--- src/rtl/riscv_pkg.sv ---
// Shared fetch-stage definitions: reset defaults, 2-bit predictor states and
// the redirect / BTB-update bundles passed around the front end.
package riscv_pkg;

  localparam logic [31:0] DEF_RESET_PC  = 32'h0000_0000;
  localparam logic [31:0] DEF_NOP_INSTR = 32'h0000_0013;

  typedef enum logic [1:0] {
    SNT = 2'd0,
    WNT = 2'd1,
    WT  = 2'd2,
    ST  = 2'd3
  } bp_ctr_e;

  typedef struct packed {
    logic        valid;
    logic [31:0] pc;
  } redirect_t;

  typedef struct packed {
    logic        valid;
    logic [31:0] pc;
    logic        taken;
    logic [31:0] target;
  } btb_upd_t;

  function automatic logic [31:0] align_pc(input logic [31:0] pc);
    return {pc[31:2], 2'b00};
  endfunction

endpackage

--- src/rtl/instruction_fetch_if.sv ---
// Fetch-stage bus: decode hazard controls, redirect/update inputs, imem port
// and the IF/ID register outputs. master = fetch stage, slave = its neighbours.
interface instruction_fetch_if;
  logic        stall_pc;
  logic        stall_if_id;
  logic        if_id_flush;
  logic        redirect_valid;
  logic [31:0] redirect_pc;
  logic        upd_valid;
  logic [31:0] upd_pc;
  logic        upd_taken;
  logic [31:0] upd_target;
  logic [31:0] imem_addr;
  logic [31:0] imem_data;
  logic [31:0] pc_out;
  logic [31:0] instruction_out;
  logic [31:0] pc_plus_4_out;
  logic        valid_out;
  logic        pred_taken_out;
  logic [31:0] pred_target_out;
  logic [31:0] fetch_count;

  modport master (
    input  stall_pc, stall_if_id, if_id_flush, redirect_valid, redirect_pc,
           upd_valid, upd_pc, upd_taken, upd_target, imem_data,
    output imem_addr, pc_out, instruction_out, pc_plus_4_out, valid_out,
           pred_taken_out, pred_target_out, fetch_count
  );

  modport slave (
    output stall_pc, stall_if_id, if_id_flush, redirect_valid, redirect_pc,
           upd_valid, upd_pc, upd_taken, upd_target, imem_data,
    input  imem_addr, pc_out, instruction_out, pc_plus_4_out, valid_out,
           pred_taken_out, pred_target_out, fetch_count
  );
endinterface

--- src/rtl/branch_target_buffer.sv ---
// Direct-mapped BTB with 2-bit counters. Lookup is combinational and reads the
// array state before any same-cycle update; updates land on the clock edge.
module branch_target_buffer
  import riscv_pkg::*;
#(
  parameter int ENTRIES = 16
) (
  input  logic        clk,
  input  logic        rst,
  input  logic [31:0] i_lookup_pc,
  output logic        o_pred_taken,
  output logic [31:0] o_pred_target,
  input  btb_upd_t    i_upd
);

  localparam int IDX   = $clog2(ENTRIES);
  localparam int TAG_W = 30 - IDX;

  logic [ENTRIES-1:0] r_valid;
  logic [TAG_W-1:0]   r_tag    [ENTRIES];
  logic [31:0]        r_target [ENTRIES];
  logic [1:0]         r_ctr    [ENTRIES];

  logic [IDX-1:0]   w_lk_idx, w_up_idx;
  logic [TAG_W-1:0] w_lk_tag, w_up_tag;
  logic             w_lk_hit, w_up_hit;
  logic             w_unused;

  assign w_lk_idx = i_lookup_pc[IDX+1:2];
  assign w_lk_tag = i_lookup_pc[31:IDX+2];
  assign w_up_idx = i_upd.pc[IDX+1:2];
  assign w_up_tag = i_upd.pc[31:IDX+2];
  assign w_unused = ^{i_lookup_pc[1:0], i_upd.pc[1:0]};

  assign w_lk_hit      = r_valid[w_lk_idx] && (r_tag[w_lk_idx] == w_lk_tag);
  assign w_up_hit      = r_valid[w_up_idx] && (r_tag[w_up_idx] == w_up_tag);
  assign o_pred_taken  = w_lk_hit && (r_ctr[w_lk_idx] >= 2'(WT));
  assign o_pred_target = r_target[w_lk_idx];

  // Only the valid bits need reset; payload is qualified by them.
  always_ff @(posedge clk or posedge rst) begin
    if (rst)
      r_valid <= '0;
    else if (i_upd.valid && !w_up_hit && i_upd.taken)
      r_valid[w_up_idx] <= 1'b1;
  end

  always_ff @(posedge clk) begin
    if (i_upd.valid) begin
      if (w_up_hit) begin
        if (i_upd.taken) begin
          r_target[w_up_idx] <= i_upd.target;
          if (r_ctr[w_up_idx] != 2'(ST)) r_ctr[w_up_idx] <= r_ctr[w_up_idx] + 2'd1;
        end else if (r_ctr[w_up_idx] != 2'(SNT)) begin
          r_ctr[w_up_idx] <= r_ctr[w_up_idx] - 2'd1;
        end
      end else if (i_upd.taken) begin
        r_tag[w_up_idx]    <= w_up_tag;
        r_target[w_up_idx] <= i_upd.target;
        r_ctr[w_up_idx]    <= 2'(WT);
      end
    end
  end

endmodule

--- src/rtl/instruction_fetch.sv ---
// Fetch stage: PC register, next-PC selection and the IF/ID pipeline register.
// Optional branch prediction via BTB when BTB_EN is defined.
module instruction_fetch
  import riscv_pkg::*;
#(
  parameter logic [31:0] RESET_PC    = DEF_RESET_PC,
  parameter logic [31:0] NOP_INSTR   = DEF_NOP_INSTR,
  parameter int          BTB_ENTRIES = 16
) (
  input  logic                clk,
  input  logic                rst,
  instruction_fetch_if.master bus
);

  logic [31:0] r_pc;
  logic [31:0] w_pc_next;
  logic [31:0] w_pc_plus_4;
  logic [31:0] w_seq_next;
  logic        w_pred_taken;
  logic [31:0] w_pred_target;
  logic        w_bubble;
  logic        w_load;
  redirect_t   w_redir;
  btb_upd_t    w_upd;

  assign w_redir     = '{valid: bus.redirect_valid, pc: align_pc(bus.redirect_pc)};
  assign w_upd       = '{valid: bus.upd_valid, pc: bus.upd_pc,
                         taken: bus.upd_taken, target: bus.upd_target};
  assign w_pc_plus_4 = r_pc + 32'd4;

`ifdef BTB_EN
  branch_target_buffer #(.ENTRIES(BTB_ENTRIES)) u_btb (
    .clk          (clk),
    .rst          (rst),
    .i_lookup_pc  (r_pc),
    .o_pred_taken (w_pred_taken),
    .o_pred_target(w_pred_target),
    .i_upd        (w_upd)
  );
`else
  logic w_unused_upd;
  assign w_unused_upd  = ^{w_upd, BTB_ENTRIES[0]};
  assign w_pred_taken  = 1'b0;
  assign w_pred_target = w_pc_plus_4;
`endif

  logic w_unused_redir_lsb;
  assign w_unused_redir_lsb = ^bus.redirect_pc[1:0];

  assign w_seq_next = w_pred_taken ? w_pred_target : w_pc_plus_4;

  always_comb begin
    w_pc_next = w_seq_next;
    if (w_redir.valid)     w_pc_next = w_redir.pc;
    else if (bus.stall_pc) w_pc_next = r_pc;
  end

  always_ff @(posedge clk or posedge rst) begin
    if (rst) r_pc <= RESET_PC;
    else     r_pc <= w_pc_next;
  end

  assign bus.imem_addr = r_pc;

  // A redirect squashes the wrong-path fetch even when decode is stalling.
  assign w_bubble = w_redir.valid || bus.if_id_flush;
  assign w_load   = !w_bubble && !bus.stall_if_id;

  always_ff @(posedge clk or posedge rst) begin
    if (rst) begin
      bus.pc_out          <= '0;
      bus.instruction_out <= NOP_INSTR;
      bus.pc_plus_4_out   <= '0;
      bus.valid_out       <= 1'b0;
      bus.pred_taken_out  <= 1'b0;
      bus.pred_target_out <= '0;
      bus.fetch_count     <= '0;
    end else if (w_bubble) begin
      bus.pc_out          <= '0;
      bus.instruction_out <= NOP_INSTR;
      bus.pc_plus_4_out   <= '0;
      bus.valid_out       <= 1'b0;
      bus.pred_taken_out  <= 1'b0;
      bus.pred_target_out <= '0;
    end else if (w_load) begin
      bus.pc_out          <= r_pc;
      bus.instruction_out <= bus.imem_data;
      bus.pc_plus_4_out   <= w_pc_plus_4;
      bus.valid_out       <= 1'b1;
      bus.pred_taken_out  <= w_pred_taken;
      bus.pred_target_out <= w_seq_next;
      bus.fetch_count     <= bus.fetch_count + 32'd1;
    end
  end

endmodule

--- src/flat_wrapper.sv ---
// flat-port wrapper written by rule: the top's interface ports become plain ports
module instruction_fetch_flat import riscv_pkg::*;
#(
  parameter logic [31:0] RESET_PC    = DEF_RESET_PC,
  parameter logic [31:0] NOP_INSTR   = DEF_NOP_INSTR,
  parameter int          BTB_ENTRIES = 16
)
  (clk, rst, bus_stall_pc, bus_stall_if_id, bus_if_id_flush, bus_redirect_valid, bus_redirect_pc, bus_upd_valid, bus_upd_pc, bus_upd_taken, bus_upd_target, bus_imem_data, bus_imem_addr, bus_pc_out, bus_instruction_out, bus_pc_plus_4_out, bus_valid_out, bus_pred_taken_out, bus_pred_target_out, bus_fetch_count);
  instruction_fetch_if bus_i ();
  input  logic clk;
  input  logic rst;
  input wire logic [$bits(bus_i.stall_pc)-1:0] bus_stall_pc;
  input wire logic [$bits(bus_i.stall_if_id)-1:0] bus_stall_if_id;
  input wire logic [$bits(bus_i.if_id_flush)-1:0] bus_if_id_flush;
  input wire logic [$bits(bus_i.redirect_valid)-1:0] bus_redirect_valid;
  input wire logic [$bits(bus_i.redirect_pc)-1:0] bus_redirect_pc;
  input wire logic [$bits(bus_i.upd_valid)-1:0] bus_upd_valid;
  input wire logic [$bits(bus_i.upd_pc)-1:0] bus_upd_pc;
  input wire logic [$bits(bus_i.upd_taken)-1:0] bus_upd_taken;
  input wire logic [$bits(bus_i.upd_target)-1:0] bus_upd_target;
  input wire logic [$bits(bus_i.imem_data)-1:0] bus_imem_data;
  output wire logic [$bits(bus_i.imem_addr)-1:0] bus_imem_addr;
  output wire logic [$bits(bus_i.pc_out)-1:0] bus_pc_out;
  output wire logic [$bits(bus_i.instruction_out)-1:0] bus_instruction_out;
  output wire logic [$bits(bus_i.pc_plus_4_out)-1:0] bus_pc_plus_4_out;
  output wire logic [$bits(bus_i.valid_out)-1:0] bus_valid_out;
  output wire logic [$bits(bus_i.pred_taken_out)-1:0] bus_pred_taken_out;
  output wire logic [$bits(bus_i.pred_target_out)-1:0] bus_pred_target_out;
  output wire logic [$bits(bus_i.fetch_count)-1:0] bus_fetch_count;
  assign bus_i.stall_pc = bus_stall_pc;
  assign bus_i.stall_if_id = bus_stall_if_id;
  assign bus_i.if_id_flush = bus_if_id_flush;
  assign bus_i.redirect_valid = bus_redirect_valid;
  assign bus_i.redirect_pc = bus_redirect_pc;
  assign bus_i.upd_valid = bus_upd_valid;
  assign bus_i.upd_pc = bus_upd_pc;
  assign bus_i.upd_taken = bus_upd_taken;
  assign bus_i.upd_target = bus_upd_target;
  assign bus_i.imem_data = bus_imem_data;
  assign bus_imem_addr = bus_i.imem_addr;
  assign bus_pc_out = bus_i.pc_out;
  assign bus_instruction_out = bus_i.instruction_out;
  assign bus_pc_plus_4_out = bus_i.pc_plus_4_out;
  assign bus_valid_out = bus_i.valid_out;
  assign bus_pred_taken_out = bus_i.pred_taken_out;
  assign bus_pred_target_out = bus_i.pred_target_out;
  assign bus_fetch_count = bus_i.fetch_count;
  instruction_fetch #(.RESET_PC(RESET_PC), .NOP_INSTR(NOP_INSTR), .BTB_ENTRIES(BTB_ENTRIES)) u_core (.clk(clk), .rst(rst), .bus(bus_i));
endmodule
--- config.mk ---
export PLATFORM = sky130hd
export DESIGN_NAME = instruction_fetch_flat
export DESIGN_NICKNAME = d
export VERILOG_FILES = /design/src/rtl/riscv_pkg.sv /design/src/rtl/instruction_fetch_if.sv /design/src/rtl/branch_target_buffer.sv /design/src/rtl/instruction_fetch.sv /design/src/flat_wrapper.sv
export SDC_FILE = /design/constraint.sdc
export NUM_CORES = 1
export LEC_CHECK = 0
export CORE_ASPECT_RATIO = 0.9
export CORE_MARGIN = 2
export CORE_UTILIZATION = 42
export CTS_CLUSTER_SIZE = 8
export DETAILED_ROUTE_END_ITERATION = 8
export HOLD_SLACK_MARGIN = 0.05
export PLACE_DENSITY = 0.85
export SYNTH_ARGS = -nofsm -noshare
export SYNTH_HDL_FRONTEND = slang
export SYNTH_SLANG_ARGS = --single-unit
--- constraint.sdc ---
create_clock -name clk -period 6.6 [get_ports clk]
set_input_delay 0.99 -clock clk [delete_from_list [all_inputs] [get_ports clk]]
set_output_delay 0.99 -clock clk [all_outputs]
set_load 0.01 [all_outputs]
==> reports/results.tsv <==
metric	value	unit
min-delay-start	u_core.bus.fetch_count[31]$_DFFE_PP0P_	
finalHoldViolations	0	
fin_skew	0.00885	ns
netlist_area	0.00718	sq mm
setup.worst_path.start_class	primary input	
tightest_slew	1.14	ns
worst-path-max-fanout	15	
synthesis.instances	670	
ys_ff_latch	155	
drc	0	
h-tree-depth	4	
clockBufferDepth	2	
post_cts_resized	0	
max_slew_margin	23.7	%
num_vias	5778	
antennaDiodeCount	0	
drv_slew	0	
powerDensity	234	mW/mm^2
place_congestion	0.835	
worstSetupEndpointType	register	
min_period_over_period	50.2	%
synthTopCellsByArea	dfrtp_1 53%, a22o_1 7.3%, xnor2_1 6.0%	
cts_hold_buf	0	
worstReg2RegStart	u_core.bus.imem_addr[2]$_DFFE_PP0N_	
die_width	142	um
worstPathArrival	3.60	ns
antenna_found_initial	0	
grt_overflow_total	0	
start_util	42.8	%
wl	20200	um
leakagePower	4.18	nW
fp.dieH	128	um
rsz0062_at_grt	false	
clkSinkCount	155	
dp.cells	1057	
port_buffers	252	
fin_crit	3.32	ns
fp-row-count	45	
cts.clk_slew.worst_paths	0.07	ns
drive_gt1_share	6.15	%
num-nets-final	1003	
grt_max_degree	122	
ir_drop	0.185	mV
grt.total_usage	22.5	%
post-cts-setup-buffers	0	
crit_required	6.88	ns
fin_tns_setup	0	ns
final_cells	1089	
cts_tree	built	
hp-class	register to register	
synthToLayoutAreaGrowth	40.8	%
avgSynthCellArea	10.7	sq um
synth_edf_count	0	
root_buffer	clkbuf_16	
synth_ff_type	dfrtp_1	
dr.pass1.iters	5	
outcome	finished, final reports clean	
fmaxAchievable	302	MHz
final_area	0.0101	sq mm
coreArea	0.0168	sq mm
routed_via_density	5.31	
ant_nets	0	
wl_per_cell	18.6	um
async_flop_share	100	%
dieArea	0.0182	sq mm
io_pins	330	
synth_top_cell_by_area	dfrtp_1	
seq_area_frac_synth	54.1	%
synth_common_cells	152 x dfrtp_1, 87 x nand2_1, 60 x a22o_1	
synth.most_common_cell	dfrtp_1	
numCtsBuffers	17	
fillCellCount	1395	
setup_viol	0	
drt_iter0_drc	339	
grt_pass1_wl	31300	um
place_area	0.00953	sq mm
grt_pass1_vias	5519	
hpwl	14200	um
maxCapViolCount	0	
startpoint	bus_stall_pc	
synth_top_cell_area_share	53.0	%
synthDistinctLibCells	44	
path_class	primary input to register	
synth_warnings	0	
worstSkewPairLatency	0.42	ns
-- worst max-delay path: stages --
cell and delay (ns):
clkdlybuf4s50_1 0.82, nand4b_1 0.49, nor4_1 0.65, nor4b_1 0.39, xnor2_1 0.18, o21ai_1 0.08
-- metal layers --
metal / GRT usage [%] / up-vias / wire length [um]
met1: 30.7 / 2855 / 8980
met4: 7.06 / 0 / 328
met3: 5.79 / 21 / 1270
met2: 35.4 / 233 / 9660
li1: - / 2669 / -
met5: 0 / - / 0
-- report_power, final --
group	switching, mW	leakage, nW	internal (mW)	total (mW)
Clock	0.419	0.276	0.539	0.958
Sequential	0.0787	2.06	0.999	1.08
Combinational	0.146	1.84	0.178	0.324
-- kinds of logic (layout without fill, tap and decap cells) --
logic type	after synthesis	after routing	synth area share, %
and+or+nand+nor	206	206	15.3
muxes	2	2	0.296
buffers and inverters	94	294	7.29
other	1	9	0.0523
AOI/OAI and AO/OA	122	122	11.9
xor gates and xnor gates	88	88	10.7
adders and majority gates	2	2	0.349
DFF	155	155	54.1
-- final timing paths --
kind	endpoint	slack (ns)	depth (start not counted)
min reg2reg	u_core.bus.fetch_count[31]$_DFFE_PP0P_	0.48	1
min in group asynchronous	u_core.bus.pc_out[27]$_DFFE_PP0P_	1.22	2
max reg2reg	u_core.bus.imem_addr[30]$_DFFE_PP0N_	3.94	6
max	u_core.bus.imem_addr[31]$_DFFE_PP0N_	3.28	6
min	u_core.bus.fetch_count[31]$_DFFE_PP0P_	0.48	1
max in group asynchronous	u_core.bus.fetch_count[14]$_DFFE_PP0P_	4.26	3
-- cells in the final DEF, fill, tap and decap left out, types with 3 or more instances in the layout --
cell type        synthesis  layout
a22o_1                  60      60
and3_1                   6       6
and4_1                   6       6
buf_4                   40       3
clkbuf_16                0      17
clkdlybuf4s50_1          0     251
clkinv_4                 0       4
conb_1                   1       9
dfrtp_1                152     152
dfstp_2                  3       3
inv_1                    7       6
inv_6                    0       7
nand2_1                 87      87
nand3_1                 25      25
nand4_1                 19      19
nand4b_1                 4       4
nor2_1                  19      19
nor3_1                  14      14
nor4_1                   5       5
o21ai_0                 50      50
o21ai_1                  7       7
o22a_1                   3       3
or3_1                    3       3
xnor2_1                 49      49
xor2_1                  39      39
-- stage by stage --
step | setup slack [ns] | utilization, % | power [mW] | hold WS (ns)
final | 3.28 | 60.2 | 2.36 | 0.475
after detailed placement | 2.91 | 56.8 | 1.42 | 0.467
after global routing | 3.20 | 60.2 | 2.46 | 0.478
after global placement | 2.97 | 56.8 | 1.41 | 0.460
after floorplan | 1.44 | - | 1.23 | 0.504
after CTS | 3.32 | 60.2 | 2.38 | 0.476
-- area by class of cell --
type | instances | area (sq um) | share of cell area, %
clock buffer | 19 | 443 | 4.38
clock inverter | 13 | 133 | 1.31
inverter | 7 | 31.3 | 0.310
multi-input combinational | 429 | 2810 | 27.8
sequential | 155 | 3880 | 38.4
tap | 211 | 264 | 2.61
timing repair buffer | 255 | 2540 | 25.1
-- flip-flops by register name, summed over array words and instances, names as in the netlist --
name                        count
u_core.bus.imem_addr           30
u_core.bus.valid_out            1
u_core.bus.instruction_out     32
u_core.bus.pc_out              30
u_core.bus.fetch_count         32
u_core.bus.pc_plus_4_out       30
Note: power is estimated with default switching activity, not from simulation.
